===== src/rtl/btb_offset_enc_if.sv =====
`default_nettype none
// +----------------------------------------------------------------------+
// | Module : btb_offset_enc_if                                           |
// | Brief  : Lookup/update bundle between the CPU pipeline and the BTB.  |
// |          master = pipeline (IF/ID stages), slave = btb_offset_enc.   |
// |          Lookup : if_pc -> pred_hit, pred_taken, pred_dest           |
// |          Update : upd_en, upd_pc, upd_taken, upd_dest -> upd_reject  |
// |          btb_flush exists only when BTB_FLUSH_EN is defined.         |
// | Rev    : 1.0  initial release                                        |
// +----------------------------------------------------------------------+
interface btb_offset_enc_if;
  logic [31:0] if_pc;
  logic        pred_hit;
  logic        pred_taken;
  logic [31:0] pred_dest;
  logic        upd_en;
  logic [31:0] upd_pc;
  logic        upd_taken;
  logic [31:0] upd_dest;
  logic        upd_reject;
`ifdef BTB_FLUSH_EN
  logic        btb_flush;

  modport master (
    output if_pc, upd_en, upd_pc, upd_taken, upd_dest, btb_flush,
    input  pred_hit, pred_taken, pred_dest, upd_reject
  );
  modport slave (
    input  if_pc, upd_en, upd_pc, upd_taken, upd_dest, btb_flush,
    output pred_hit, pred_taken, pred_dest, upd_reject
  );
`else
  modport master (
    output if_pc, upd_en, upd_pc, upd_taken, upd_dest,
    input  pred_hit, pred_taken, pred_dest, upd_reject
  );
  modport slave (
    input  if_pc, upd_en, upd_pc, upd_taken, upd_dest,
    output pred_hit, pred_taken, pred_dest, upd_reject
  );
`endif
endinterface
`default_nettype wire


===== src/rtl/btb_offset_enc.sv =====
`default_nettype none
// +----------------------------------------------------------------------+
// | Module : btb_offset_enc                                              |
// | Brief  : Direct-mapped branch target buffer. Targets are stored as   |
// |          16-bit word offsets relative to PC+4 plus a 2-bit direction |
// |          counter; the IF lookup rebuilds the full target.            |
// | Ports  : clk  - clock, all state changes on rising edge              |
// |          rst  - asynchronous active-high reset                       |
// |          bus  - btb_offset_enc_if.slave (lookup + update paths)      |
// | Macro  : BTB_FLUSH_EN - adds bus.btb_flush, a synchronous clear of   |
// |          all valid bits (counters kept).                             |
// | Rev    : 1.0  initial release                                        |
// +----------------------------------------------------------------------+
module btb_offset_enc #(
  parameter int ENTRIES = 16,          // power of two
  parameter int IDX_W   = 4            // log2(ENTRIES)
) (
  input  wire              clk,
  input  wire              rst,
  btb_offset_enc_if.slave  bus
);

  localparam int c_TAG_W = 32 - IDX_W - 2;

  logic [ENTRIES-1:0] r_valid;
  logic [1:0]         r_ctr [ENTRIES];
  logic [c_TAG_W-1:0] r_tag [ENTRIES];
  logic [15:0]        r_off [ENTRIES];
  logic               r_reject;

  // ---------------- lookup (combinational) ----------------
  logic [IDX_W-1:0]   w_if_idx;
  logic [c_TAG_W-1:0] w_if_tag;
  logic               w_if_hit;
  logic [15:0]        w_if_off;

  assign w_if_idx = bus.if_pc[IDX_W+1:2];
  assign w_if_tag = bus.if_pc[31:IDX_W+2];
  assign w_if_hit = r_valid[w_if_idx] && (r_tag[w_if_idx] == w_if_tag);
  assign w_if_off = r_off[w_if_idx];

  assign bus.pred_hit   = w_if_hit;
  assign bus.pred_taken = w_if_hit && r_ctr[w_if_idx][1];
  assign bus.pred_dest  = w_if_hit
                        ? bus.if_pc + 32'd4 + {{14{w_if_off[15]}}, w_if_off, 2'b00}
                        : 32'd0;
  assign bus.upd_reject = r_reject;

  // ---------------- update encoding ----------------
  logic [IDX_W-1:0]   w_upd_idx;
  logic [c_TAG_W-1:0] w_upd_tag;
  logic [31:0]        w_diff;
  logic               w_enc;
  logic               w_upd_hit;

  assign w_upd_idx = bus.upd_pc[IDX_W+1:2];
  assign w_upd_tag = bus.upd_pc[31:IDX_W+2];
  assign w_diff    = bus.upd_dest - (bus.upd_pc + 32'd4);
  // Offset fits in 16 signed words: word aligned and bits 31:17 a pure sign extension.
  assign w_enc     = (w_diff[1:0] == 2'b00) && (w_diff[31:17] == {15{w_diff[17]}});
  assign w_upd_hit = r_valid[w_upd_idx] && (r_tag[w_upd_idx] == w_upd_tag);

  always_ff @(posedge clk or posedge rst) begin
    if (rst) begin
      r_valid  <= '0;
      r_reject <= 1'b0;
      for (int i = 0; i < ENTRIES; i++) begin
        r_ctr[i] <= 2'b01;
        r_tag[i] <= '0;
        r_off[i] <= '0;
      end
    end else begin
      r_reject <= bus.upd_en && !w_enc;
`ifdef BTB_FLUSH_EN
      if (bus.btb_flush) begin
        r_valid <= '0;
      end else
`endif
      if (bus.upd_en) begin
        if (w_enc) begin
          if (w_upd_hit) begin
            if (bus.upd_taken) begin
              if (r_ctr[w_upd_idx] != 2'b11) r_ctr[w_upd_idx] <= r_ctr[w_upd_idx] + 2'b01;
              r_off[w_upd_idx] <= w_diff[17:2];
            end else if (r_ctr[w_upd_idx] != 2'b00) begin
              r_ctr[w_upd_idx] <= r_ctr[w_upd_idx] - 2'b01;
            end
          end else if (bus.upd_taken) begin
            r_valid[w_upd_idx] <= 1'b1;
            r_tag[w_upd_idx]   <= w_upd_tag;
            r_off[w_upd_idx]   <= w_diff[17:2];
            r_ctr[w_upd_idx]   <= 2'b10;
          end
        end else if (w_upd_hit && bus.upd_taken) begin
          // Branch now goes somewhere the entry cannot represent: stale target.
          r_valid[w_upd_idx] <= 1'b0;
        end
      end
    end
  end

endmodule
`default_nettype wire


===== src/flat_wrapper.sv =====
// flat-port wrapper written by rule: the top's interface ports become plain ports
module btb_offset_enc_flat 
#(
  parameter int ENTRIES = 16,                         
  parameter int IDX_W   = 4                            
)
  (clk, rst, bus_if_pc, bus_upd_en, bus_upd_pc, bus_upd_taken, bus_upd_dest, bus_pred_hit, bus_pred_taken, bus_pred_dest, bus_upd_reject);
  btb_offset_enc_if bus_i ();
  input  wire clk;
  input  wire rst;
  input wire logic [$bits(bus_i.if_pc)-1:0] bus_if_pc;
  input wire logic [$bits(bus_i.upd_en)-1:0] bus_upd_en;
  input wire logic [$bits(bus_i.upd_pc)-1:0] bus_upd_pc;
  input wire logic [$bits(bus_i.upd_taken)-1:0] bus_upd_taken;
  input wire logic [$bits(bus_i.upd_dest)-1:0] bus_upd_dest;
  output wire logic [$bits(bus_i.pred_hit)-1:0] bus_pred_hit;
  output wire logic [$bits(bus_i.pred_taken)-1:0] bus_pred_taken;
  output wire logic [$bits(bus_i.pred_dest)-1:0] bus_pred_dest;
  output wire logic [$bits(bus_i.upd_reject)-1:0] bus_upd_reject;
  assign bus_i.if_pc = bus_if_pc;
  assign bus_i.upd_en = bus_upd_en;
  assign bus_i.upd_pc = bus_upd_pc;
  assign bus_i.upd_taken = bus_upd_taken;
  assign bus_i.upd_dest = bus_upd_dest;
  assign bus_pred_hit = bus_i.pred_hit;
  assign bus_pred_taken = bus_i.pred_taken;
  assign bus_pred_dest = bus_i.pred_dest;
  assign bus_upd_reject = bus_i.upd_reject;
  btb_offset_enc #(.ENTRIES(ENTRIES), .IDX_W(IDX_W)) u_core (.clk(clk), .rst(rst), .bus(bus_i));
endmodule

===== config.mk =====
export PLATFORM = sky130hd
export DESIGN_NAME = btb_offset_enc_flat
export DESIGN_NICKNAME = d
export VERILOG_FILES = /design/src/rtl/btb_offset_enc_if.sv /design/src/rtl/btb_offset_enc.sv /design/src/flat_wrapper.sv
export SDC_FILE = /design/constraint.sdc
export NUM_CORES = 2
export LEC_CHECK = 0
export BUFFER_PORTS_ARGS = -buffer_cell sky130_fd_sc_hd__buf_4
export CAP_MARGIN = 15
export CORE_MARGIN = 8
export CORE_UTILIZATION = 55
export DETAILED_ROUTE_END_ITERATION = 8
export PLACE_DENSITY = 0.76
export SLEW_MARGIN = 20
export SYNTH_ARGS = -nofsm -noshare
export SYNTH_HDL_FRONTEND = slang
export SYNTH_SLANG_ARGS = --single-unit

===== constraint.sdc =====
create_clock -name clk -period 27.2 [get_ports clk]
set_input_delay 1.36 -clock clk [delete_from_list [all_inputs] [get_ports clk]]
set_output_delay 1.36 -clock clk [all_outputs]
set_load 0.03 [all_outputs]

==> results_dict.tcl <==
set metrics [dict create \
    outcome "complete, no violations" \
    hold_viol 0 \
    grt_pass1_vias 29600 \
    hold_start "u_core.r_off[12]" \
    place_congestion 0.911 \
    fp.dieArea_um2 85500 \
    syn_inst 3080 \
    rsz0062_at_grt "false" \
    num-nets-final 3324 \
    syn_area_um2 42000 \
    vias 28200 \
    required_ns 25.84 \
    ys_warn_count 0 \
    fin_util_pct 61.0 \
    clk_path_buf_depth 3 \
    ir_drop_uv 44.0 \
    synthesis.nets 3302 \
    route.antenna.remaining_nets 0 \
    wirelength_um 123000 \
    ys_types 80 \
    core_area_um2 75800 \
    finalSetupViolCount 0 \
    row_count 101 \
    clkLatencyLatePin_ns 0.63 \
    ys.flop_type "dfrtp_1" \
    io_buffers 134 \
    ctsResizeCount 0 \
    ys_seq_area_share_pct 43.0 \
    detail_route.wl_per_cell_um 29.7 \
    dpl.hpwl_um 80000 \
    worst_pin_slew_ns 1.22 \
    final_common_cell "dfrtp_1" \
    placed_cells 4001 \
    drt_pass1_iterations 6 \
    powerDensity_nw_per_um2 52.7 \
    antenna_found_initial 2 \
    ys_async_sr_fraction_pct 100 \
    setup_tns_ns 0 \
    die_w_um 292 \
    worstSetupPathType "in -> out" \
    worstPathMaxFanout 56 \
    post_cts_buffers 0 \
    min_path_type "reg -> reg" \
    die_height_um 292 \
    r2r_slack_ns 22.25 \
    r2r_cells 12 \
    maxSlewViolCount 0 \
    synth_seq_cells 721 \
    worst_clock_skew_ns 0.0307 \
    clock-sinks 721 \
    final_cell_count_no_fill 4140 \
    worstHoldPathCells 1 \
    layout_common_cells "dfrtp_1 (705), mux2_2 (655), mux4_2 (307)" \
    grtUsageTotal_pct 28.5 \
    relSlewSlack_pct 18.7 \
    r2r_start "u_core.r_tag[176]" \
    drive_above_1_share_pct 42.8 \
    area_growth_pct 10.2 \
    cts_tree "done" \
    grt-ovfl-total 0 \
    cts_inserted_buffers 76 \
    arrival_ns 7.28 \
    ioPinCount 135 \
    synth_edf_count 0 \
    avgSynthCellArea_um2 13.6 \
    hold_buffers 0 \
    drt_iter0_markers 3014 \
    fmax_mhz 116 \
    grt_pass1_wl_um 187000 \
    hold_end "u_core.r_off[12]" \
    period_needed_ns 8.64 \
    drc 0 \
    htree_levels 3 \
    grt_max_degree 199 \
    end_kind "primary output" \
    clock-root-buffer "clkbuf_16" \
    path_clk_slew_ns 0.06 \
    period_share_pct 31.8 \
    via_per_inst 6.80 \
    rr_endpoint "u_core.r_ctr[17]" \
    maxCapViolations 0 \
    p_leak_nw 21.8 \
    initial_core_util_pct 55.4 \
    crit_path_start_kind "primary input" \
]
-- synth_stat cells (all sizes together), types with 5 or more instances --
library cell / n / area share, %
nor2: 79 / 0.71
a211o: 7 / 0.15
a221oi: 12 / 0.27
clkbuf: 118 / 1.1
a2111oi: 5 / 0.10
nand2: 72 / 0.64
xor2: 35 / 0.73
o211ai: 9 / 0.16
and4: 7 / 0.15
and2: 15 / 0.22
a21oi: 56 / 0.67
nand4: 22 / 0.33
mux2i: 83 / 2.0
dfstp: 16 / 1.0
nand3: 16 / 0.19
ha: 120 / 3.6
a2bb2oi: 18 / 0.38
buf: 132 / 1.7
nor2b: 16 / 0.24
nand2b: 13 / 0.19
o21bai: 9 / 0.16
mux2: 705 / 19
o21a: 9 / 0.16
a211oi: 14 / 0.25
nor4: 14 / 0.27
a22o: 7 / 0.15
inv: 126 / 1.1
o22ai: 10 / 0.15
mux4: 307 / 16
and3: 27 / 0.40
o31ai: 21 / 0.38
a31oi: 18 / 0.27
nor3: 45 / 1.0
a22oi: 11 / 0.20
xnor2: 65 / 1.4
dfrtp: 705 / 42
o21ai: 63 / 0.78
a21o: 17 / 0.30
-- routing by layer --
metal | vias to the layer above | GRT usage (%) | wire [um]
met5 | - | 0 | 0
met2 | 1295 | 45.7 | 58100
met4 | 0 | 14.5 | 6990
met3 | 336 | 5.20 | 9090
li1 | 11700 | - | -
met1 | 14900 | 37.3 | 48600
-- flip-flops by register name, indices dropped and copies added, names as in the netlist, named ones only --
signal                 count
u_core.r_off             256
u_core.bus.upd_reject      1
u_core.r_tag             416
u_core.r_ctr              32
-- worst max path at each step --
stage | startpoint | to | cells after the start
floorplan | rst | async pin | 1
global placement | bus_if_pc[3] | bus_pred_dest[24] | 18
detailed placement | bus_if_pc[3] | bus_pred_dest[24] | 18
CTS | bus_if_pc[3] | bus_pred_dest[24] | 18
global route | bus_if_pc[3] | bus_pred_dest[24] | 18
finish | bus_if_pc[3] | bus_pred_dest[24] | 18
-- final cells by class --
type	instances	area [um^2]
multi-input cells	1983	22400
well taps	978	1220
repair buffers	194	1520
clock inverters	36	454
flip-flops and latches	721	18100
clock buffers	100	2140
diodes	2	5.00
inverters	126	480
fillers	5622	29500
-- logic make-up after synthesis --
family	synth area share [%]
DFF	43.0
buffers and inverters	3.84
AOI/OAI and AO/OA	5.22
xor gates and xnor gates	2.09
muxes	37.3
and+or+nand+nor	4.85
adders and majority gates	3.67
-- per-stage QoR --
step                      power [mW]  hold slack [ns]  cell area [um^2]  setup WS, ns
after floorplan                 1.28            0.470             42000          5.64
after global placement          1.37            0.481             43600         18.69
after detailed placement        1.37            0.491             43600         18.69
after CTS                       2.44            0.504             46200         18.69
after global routing            2.51            0.519             46300         18.21
final                           2.44            0.503             46300         18.56
-- power breakdown --
group,switching [mW],internal [mW]
combinational,0.195,0.0915
clock,0.449,0.627
sequential,0.000523,1.07
total,0.645,1.79
-- worst max-delay path: stages --
cell       delay (ns)
buf_6            0.32
buf_4            0.85
buf_4            0.84
mux4_2           0.41
mux4_2           0.50
ha_1             0.29
ha_1             0.35
a21o_1           0.19
a21oi_1          0.22
nor2_1           0.09
a211oi_1         0.21
o31ai_1          0.14
a21oi_1          0.28
o211ai_1         0.20
a2111oi_0        0.46
a31oi_1          0.08
a21oi_1          0.14
buf_4            0.18
Note: power is estimated with default switching activity, not from simulation.
